`config.mk`:
```
export PLATFORM = sky130hd
export DESIGN_NAME = vlsu_beat_seq
export DESIGN_NICKNAME = d
export VERILOG_FILES = /design/src/rtl/vlsu_beat_seq.sv
export SDC_FILE = /design/constraint.sdc
export NUM_CORES = 1
export LEC_CHECK = 0
export CORE_AREA = 3 3 374 376
export DETAILED_ROUTE_END_ITERATION = 10
export DIE_AREA = 0 0 377 379
export GPL_ROUTABILITY_DRIVEN = 0
export PLACE_DENSITY = 0.53
export REMOVE_ABC_BUFFERS = 1
export SYNTH_ARGS = -nofsm -noshare
export SYNTH_HDL_FRONTEND = slang
export SYNTH_SLANG_ARGS = --single-unit
```
`constraint.sdc`:
```
create_clock -name clk -period 4.2 [get_ports clk]
set_clock_uncertainty 0.05 [all_clocks]
set_input_delay 0.63 -clock clk [delete_from_list [all_inputs] [get_ports clk]]
set_output_delay 0.63 -clock clk [all_outputs]
set_load 0.05 [all_outputs]
```
`src/rtl/vlsu_beat_seq.sv`:
```
// Vector load/store beat sequencer: splits one VLEN-wide memory operation into
// 64-bit beat requests, gathers the in-order responses and reports completion.
module vlsu_beat_seq #(
    parameter int VLEN = 256
) (
    input  logic                     clk,
    input  logic                     rst_n,
    input  logic                     req_valid,
    output logic                     req_ready,
    input  logic                     req_is_store,
    input  logic [VLEN/64-1:0][63:0] req_addrs,
    input  logic [VLEN-1:0]          req_wdata,
    output logic                     mem_req_valid,
    input  logic                     mem_req_ready,
    output logic [63:0]              mem_req_addr,
    output logic                     mem_req_we,
    output logic [63:0]              mem_req_wdata,
    input  logic                     mem_resp_valid,
    input  logic [63:0]              mem_resp_rdata,
    output logic                     done_valid,
    output logic [VLEN-1:0]          done_rdata,
    input  logic                     done_ready
);

    localparam int NBEATS = VLEN / 64;
    localparam int CW     = $clog2(NBEATS) + 1;
    localparam int IW     = CW - 1;

    typedef enum logic [1:0] {IDLE, ISSUE, DRAIN, DONE} state_t;

    state_t                  state, state_nxt;
    logic [NBEATS-1:0][63:0] addrs_q;
    logic [NBEATS-1:0][63:0] wdata_q;
    logic [NBEATS-1:0][63:0] lbuf;
    logic                    is_store_q;
    logic [CW-1:0]           iss_cnt, resp_cnt, resp_cnt_nxt;
    logic [IW-1:0]           iss_idx, resp_idx;
    logic                    accept, req_fire, resp_fire, last_beat;

    assign accept    = (state == IDLE) && req_valid;
    assign req_fire  = (state == ISSUE) && mem_req_ready;
    // The outstanding window includes the beat being handed over this cycle,
    // so a zero-latency response is counted alongside its own request.
    assign resp_fire = ((state == ISSUE) || (state == DRAIN)) && mem_resp_valid &&
                       (resp_cnt < iss_cnt + CW'(req_fire));

    assign resp_cnt_nxt = resp_cnt + CW'(resp_fire);
    assign last_beat    = (iss_cnt == CW'(NBEATS - 1));
    assign iss_idx      = iss_cnt[IW-1:0];
    assign resp_idx     = resp_cnt[IW-1:0];

    // NOTE: sequential state uses non-blocking assignments so every register samples pre-edge values.
    always_ff @(posedge clk or negedge rst_n) begin
        if (!rst_n) begin
            state <= IDLE;
        end else begin
            state <= state_nxt;
        end
    end

    // NOTE: assigning a default first keeps combinational blocks free of inferred latches.
    always_comb begin
        state_nxt = state;
        case (state)
            IDLE:    if (req_valid) state_nxt = ISSUE;
            ISSUE:   if (req_fire && last_beat)
                         state_nxt = (resp_cnt_nxt == CW'(NBEATS)) ? DONE : DRAIN;
            DRAIN:   if (resp_cnt_nxt == CW'(NBEATS)) state_nxt = DONE;
            DONE:    if (done_ready) state_nxt = IDLE;
            default: state_nxt = IDLE;
        endcase
    end

    // NOTE: the beat buffers are reset too, since done_rdata and the latched fields must read zero in reset.
    always_ff @(posedge clk or negedge rst_n) begin
        if (!rst_n) begin
            addrs_q    <= '0;
            wdata_q    <= '0;
            lbuf       <= '0;
            is_store_q <= 1'b0;
            iss_cnt    <= '0;
            resp_cnt   <= '0;
        end else if (accept) begin
            addrs_q    <= req_addrs;
            wdata_q    <= req_wdata;
            is_store_q <= req_is_store;
            lbuf       <= '0;
            iss_cnt    <= '0;
            resp_cnt   <= '0;
        end else begin
            // Both counters stop at NBEATS: issue ends with the last beat and
            // responses are never accepted beyond what has been issued.
            if (req_fire) iss_cnt <= iss_cnt + CW'(1);
            if (resp_fire) begin
                resp_cnt <= resp_cnt_nxt;
                if (!is_store_q) lbuf[resp_idx] <= mem_resp_rdata;
            end
        end
    end

    always_comb begin
        req_ready     = (state == IDLE);
        mem_req_valid = (state == ISSUE);
        mem_req_we    = (state == ISSUE) && is_store_q;
        mem_req_addr  = (state == ISSUE) ? addrs_q[iss_idx] : 64'd0;
        mem_req_wdata = ((state == ISSUE) && is_store_q) ? wdata_q[iss_idx] : 64'd0;
        done_valid    = (state == DONE);
        done_rdata    = (state == DONE) ? lbuf : '0;
    end

endmodule

```
# --- Yosys cells after proc, flatten, opt, wreduce, memory -nomap -nowiden ---
# Index checks and enable logic that the tools add are counted.
word_totals:
  regBits: 777
  input_bits: 583
  output_inout_bits: 388
  word_cells: 69
op_classes:
  add_sub_neg: 3
  magnitude_cmp: 4
  eq_ne: 10
  n_mux: 23
  reduce_logical: 13
ops:
  columns: ["op", "n"]
  rows:
  - ["2-to-1 mux 256 bit", 4]
  - ["2-to-1 mux 64 bit", 5]
  - ["binary-select mux 64 bit (select 2 bit)", 2]
  - ["bitwise mux 256 bit", 1]
  - ["demux 64 bit (select 2 bit)", 1]
  - ["2-to-1 mux 3 bit", 4]
  - ["2-to-1 mux 2 bit", 4]
  - ["inequality test 2 x 1 -> 1 bit, second input constant", 4]
  - ["case mux 2 bit (4 select lines)", 1]
  - ["logical AND 1 bit", 7]
  - ["adder 3 x 1 -> 3 bit", 2]
  - ["less-than comparator 2 x 3 -> 1 bit, second input constant", 2]
  - ["equality test 2 bit, second input constant", 2]
  - ["AND reduction 4 bit", 1]
  - ["nonzero test 2 bit", 2]
  - ["adder 3 x 1 -> 3 bit, second input constant", 1]
  - ["equality test 3 x 2 -> 1 bit, second input constant", 1]
  - ["equality test 3 bit, second input constant", 1]
  - ["less-than comparator 3 bit", 1]
  - ["equality test 2 x 1 -> 1 bit, second input constant", 1]
  - [">= comparator 2 x 1 -> 1 bit, second input constant", 1]
  - ["zero test 2 bit", 1]
  - ["inequality test 2 bit, second input constant", 1]
  - ["AND reduction 2 bit", 1]
  - ["other kinds (2)", 2]

# --- Longest topological paths before layout ---
depth:
  word_depth: 10
  depth_mapped: 17
  ltp_nobuf: 17

# --- Least setup slack after synthesis ---
# No wires, ideal clock.
synth_timing:
  kind: "reg-to-reg"
  start: "register state[1]"
  end: "register state[1]"
  setup_ns: 0.127
  t_arrival_ns: 3.730
  t_required_ns: 4.023
  setup_slack_ns: 0.293
  path_stages_with_launch: 17
  n_path_buf: 0
  synth_period_minus_slack_ns: 3.907
  path_cell_list: "dfrtp_1 > inv_1 > ha_1 > nand2_1 > inv_1 > ha_1 > ha_1 > xnor2_1 > ha_1 > nand2_1 > o211ai_1 > inv_1 > ha_1 > ha_1 > or3_1 > a21o_1 > mux2_1"
synth_between:
  elab_chain_cells: 9
  word_cells_on_any_way: 19
  classes_between: "add/sub: 2; order compare: 1; eq/ne: 8; mux: 1; reduce/logical: 7"
synth_lines:
  columns: ["element", "line_no", "rtl"]
  rows:
  - ["start, declared", "31", "state_t state, state_nxt;"]
  - ["start signal, assigned", "57", "state <= state_nxt;"]
  - ["equality test 2 x 1 -> 1 bit (*)", null, null]
  - ["named net mem_req_valid", "13", "output logic mem_req_valid,"]
  - ["logical AND 1 bit", "41", "assign req_fire = (state == ISSUE) && mem_req_ready;"]
  - ["adder 3 x 1 -> 3 bit", "45", "(resp_cnt < iss_cnt + CW'(req_fire));"]
  - ["less-than comparator 3 bit", "45", null]
  - ["logical AND 1 bit", "44", "assign resp_fire = ((state == ISSUE) || (state == DRAIN)) && mem_resp_valid &&"]
  - ["adder 3 x 1 -> 3 bit", "47", "assign resp_cnt_nxt = resp_cnt + CW'(resp_fire);"]
  - ["equality test 3 bit", "68", "DRAIN: if (resp_cnt_nxt == CW'(NBEATS)) state_nxt = DONE;"]
  - ["inequality test 2 x 1 -> 1 bit (no source line)", null, null]
  - ["AND reduction 4 bit (no source line)", null, null]
# Mark *: on every way through the listed nets, which the timed path passes. The rest lies on a longest branch.
# A chain may end at the register's enable or synchronous reset.

# --- Worst setup path after layout ---
layout_timing:
  start: "register state[1]"
  end: "output port mem_req_we"
layout_between:
  elab_chain_cells: 2
layout_lines:
  columns: ["element", "line_no", "rtl"]
  rows:
  - ["equality test 2 x 1 -> 1 bit", "104", "mem_req_we = (state == ISSUE) && is_store_q;"]
  - ["logical AND 1 bit", "104", null]
  - ["end, declared", "16", "output logic mem_req_we,"]
# Every way passes these cells.

==> summary.txt <==
Critical path
  • Max FO, Critical Path: 68
  • Most frequent CP cell: buf_12
  • Arrival time worst endpoint: between 3000 and 4000 ps
  • Slowest stage cell on the critical path: clkdlybuf4s50_1
  • Crit start category: flip-flop
  • Crit path required time: 3520 ps
  • Flop-to-flop setup slack: 420 ps
  • Crit. End Element: primary output
  • WS Path Type: flip-flop to primary output
  • Worst path buffer plus inverter count: 4
  • CP max stage delay: 900 ps
  • Crit-path cells: inv_1 > ha_2 > buf_12 > and2_2 > buf_12 > clkdlybuf4s50_1
  • Crit path max-delay family: buffers and inverters

Yosys
  • Most numerous cell in the Yosys netlist: nand2_1
  • Yosys top cell area share: 0.525
  • Asr flop ratio synth: 1.00
  • Syn avg cell area: 9.29 µm²
  • Post-Syn Area: 37000 µm²
  • Cells after synthesis: 3986
  • Seq/Total Area, Yosys: 0.525
  • Area leader, netlist: dfrtp_1
  • Yosys reg bits: 777
  • Synth warn: 0
  • Top cells by area, synth: dfrtp_1 (53%), nand2_1 (18%), mux4_2 (7.8%)
  • Yosys cell types: 35
  • Post-synth EDFFs: 0
  • Most used flip-flop cell after synthesis: dfrtp_1
  • Commonest cells post-synth: nand2_1 (1800), dfrtp_1 (777), and2_1 (390)

Clock tree
  • Worst skew pair latency: 700 ps
  • Root Buffer: clkbuf_16
  • Number of clock sinks: about 780
  • CTS max path bufs: 3
  • Post-CTS Setup Bufs: 0
  • CTS buffer count: 93
  • Number of H-tree levels: 3
  • Worst-path clk slew: 60 ps
  • CTS tree: yes

Place
  • Post-DP HPWL: 105000 µm
  • Placed Cells: 6526
  • Cell Area, Placed: 48700 µm²
  • Pre-CTS WS: 74.4 ps
  • I/O Buffers: 970

STA
  • Final setup violation count: 0
  • Max-slew headroom: 0.339
  • Unrepaired setup endpoints after global routing: false
  • Fmax: 250 MHz
  • Fin. max-slew vios: 0
  • Setup TNS: 0 ps
  • Setup ws final: 193 ps
  • Final min period: 4010 ps
  • Period utilization: 0.954
  • Worst Tran Pin Value: 991 ps
  • Hold Fails Final Rpt: 0

Routing
  • Total number of vias: 31800
  • First drt pass iteration count: 5
  • Drt total wl: 147000 µm
  • DRC: 0
  • DRT antenna net count: 0
  • Avg WL per Cell: 21.9 µm
  • Vias per cell: 4.73
  • 1st-iter DRT viols: just over 2000

Final layout
  • Number of fill cells: 13900
  • Ratio of cells with drive above 1 in the final layout: 0.115
  • Layout Cell Area excl Fill: 52000 µm²
  • Multi-input gate area: 16000 µm²
  • Fin cells: 6724
  • # nets final: between 5000 and 6000
  • Synthesis-to-finish area growth: 40.6%
  • Seq. cell area: 19500 µm²

Floorplan
  • Core Area: 137000 µm²
  • Die outline width: around 380 µm
  • Effective utilization at floorplan: 0.270
  • # IOs: 971
  • Die area: 143000 µm²
  • Number of cell rows: 136
  • Die Span Y: 379 µm

GRT
  • Initial antenna violation count: 42
  • Global-route wire length before repair: 215000 µm
  • Total grt overflow: 0
  • Pin count of the biggest net entering global routing: 149
  • Vias in the first global route: 32500
  • GRT Util Overall: 0.199

Outcome
  • Status: complete, no violations

Hold path
  • Worst min-delay path category: input pin to flip-flop

Job
  • Max-Cap Viols: 0

Power and ir drop
  • Worst VDD drop: between 400 and 500 µV
  • Static Leak: 24.3 nW
  • Power per cell area: 659 nW/µm²
==> final timing paths <==
kind | end | from | cells after the start
setup reg to reg | state[0] | state[1] | 16
setup / recovery | mem_req_we | state[1] | 6
min in group asynchronous | lbuf[150] | rst_n | 2
hold reg to reg | addrs_q[242] | addrs_q[242] | 2
max in group asynchronous | wdata_q[9] | rst_n | 3
hold / removal | addrs_q[175] | req_addrs[175] | 3
==> metal layers <==
layer  global-route usage  part of all wire
met2                0.328              0.49
met4               0.0880             0.040
met3               0.0556             0.069
met1                0.242              0.40
met5                    0            0.0013
==> worst min-delay path, cell delays in order <==
cell and delay, ps:
clkdlybuf4s50_1 390, nand2_1 50, nand2_1 40
==> power breakdown <==
group          internal (mW)  switching [mW]  leakage (nW)
sequential              10.4            1.62          10.0
clock                   5.04            3.48          1.59
combinational           5.28            8.50          12.7
==> area by class of cell <==
| class | count | area share |
|---|---|---|
| flip-flops and latches | 777 | 0.374 |
| multi-input cells | 2875 | 0.308 |
| repair buffers | 1073 | 0.212 |
| clock buffers | 128 | 0.0515 |
| well taps | 1794 | 0.0431 |
| clock inverters | 39 | 0.0105 |
| diodes | 30 | 0.00144 |
| inverters | 8 | 0.000577 |
==> state kept, by name, indices dropped and copies added, names as in the netlist <==
| signal | cells |
|---|---|
| state | 2 |
| resp_cnt | 3 |
| lbuf | 256 |
| addrs_q | 256 |
| iss_cnt | 3 |
| wdata_q | 256 |
| is_store_q | 1 |
==> through the flow <==
stage / total power [mW] / hold slack [ps] / util
after floorplan: 21.7 / 284 / -
after global placement: 25.9 / 402 / 0.355
after detailed placement: 26.1 / 407 / 0.355
after CTS: 34.8 / 315 / 0.378
after global routing: 36.5 / 343 / 0.379
final: 34.3 / 394 / 0.379
==> cell families after synthesis <==
logic type | synth area share
muxes | 0.0787
DFF | 0.525
adders and majority gates | 0.00405
xor gates and xnor gates | 0.000946
buffers and inverters | 0.0442
and+or+nand+nor | 0.294
AOI/OAI and AO/OA | 0.0529
==> cell usage in the layout (no fill, tap or decap), types with 37 or more instances in the layout <==
cell	count
o21ai_1	80
nand4_1	256
clkbuf_16	93
and2_1	384
dlymetal6s2s_1	37
clkdlybuf4s50_1	900
mux4_2	128
o21ai_2	160
dfrtp_1	775
nand2_1	1799
buf_12	37
buf_4	66
==> what timing repair did <==
item,4_1_cts,5_1_grt
endpoints found under the hold margin,67,0
resized for setup,30,38
hold buffers,1,0
setup endpoints to repair,35,39
(Power assumes the default switching activity.)
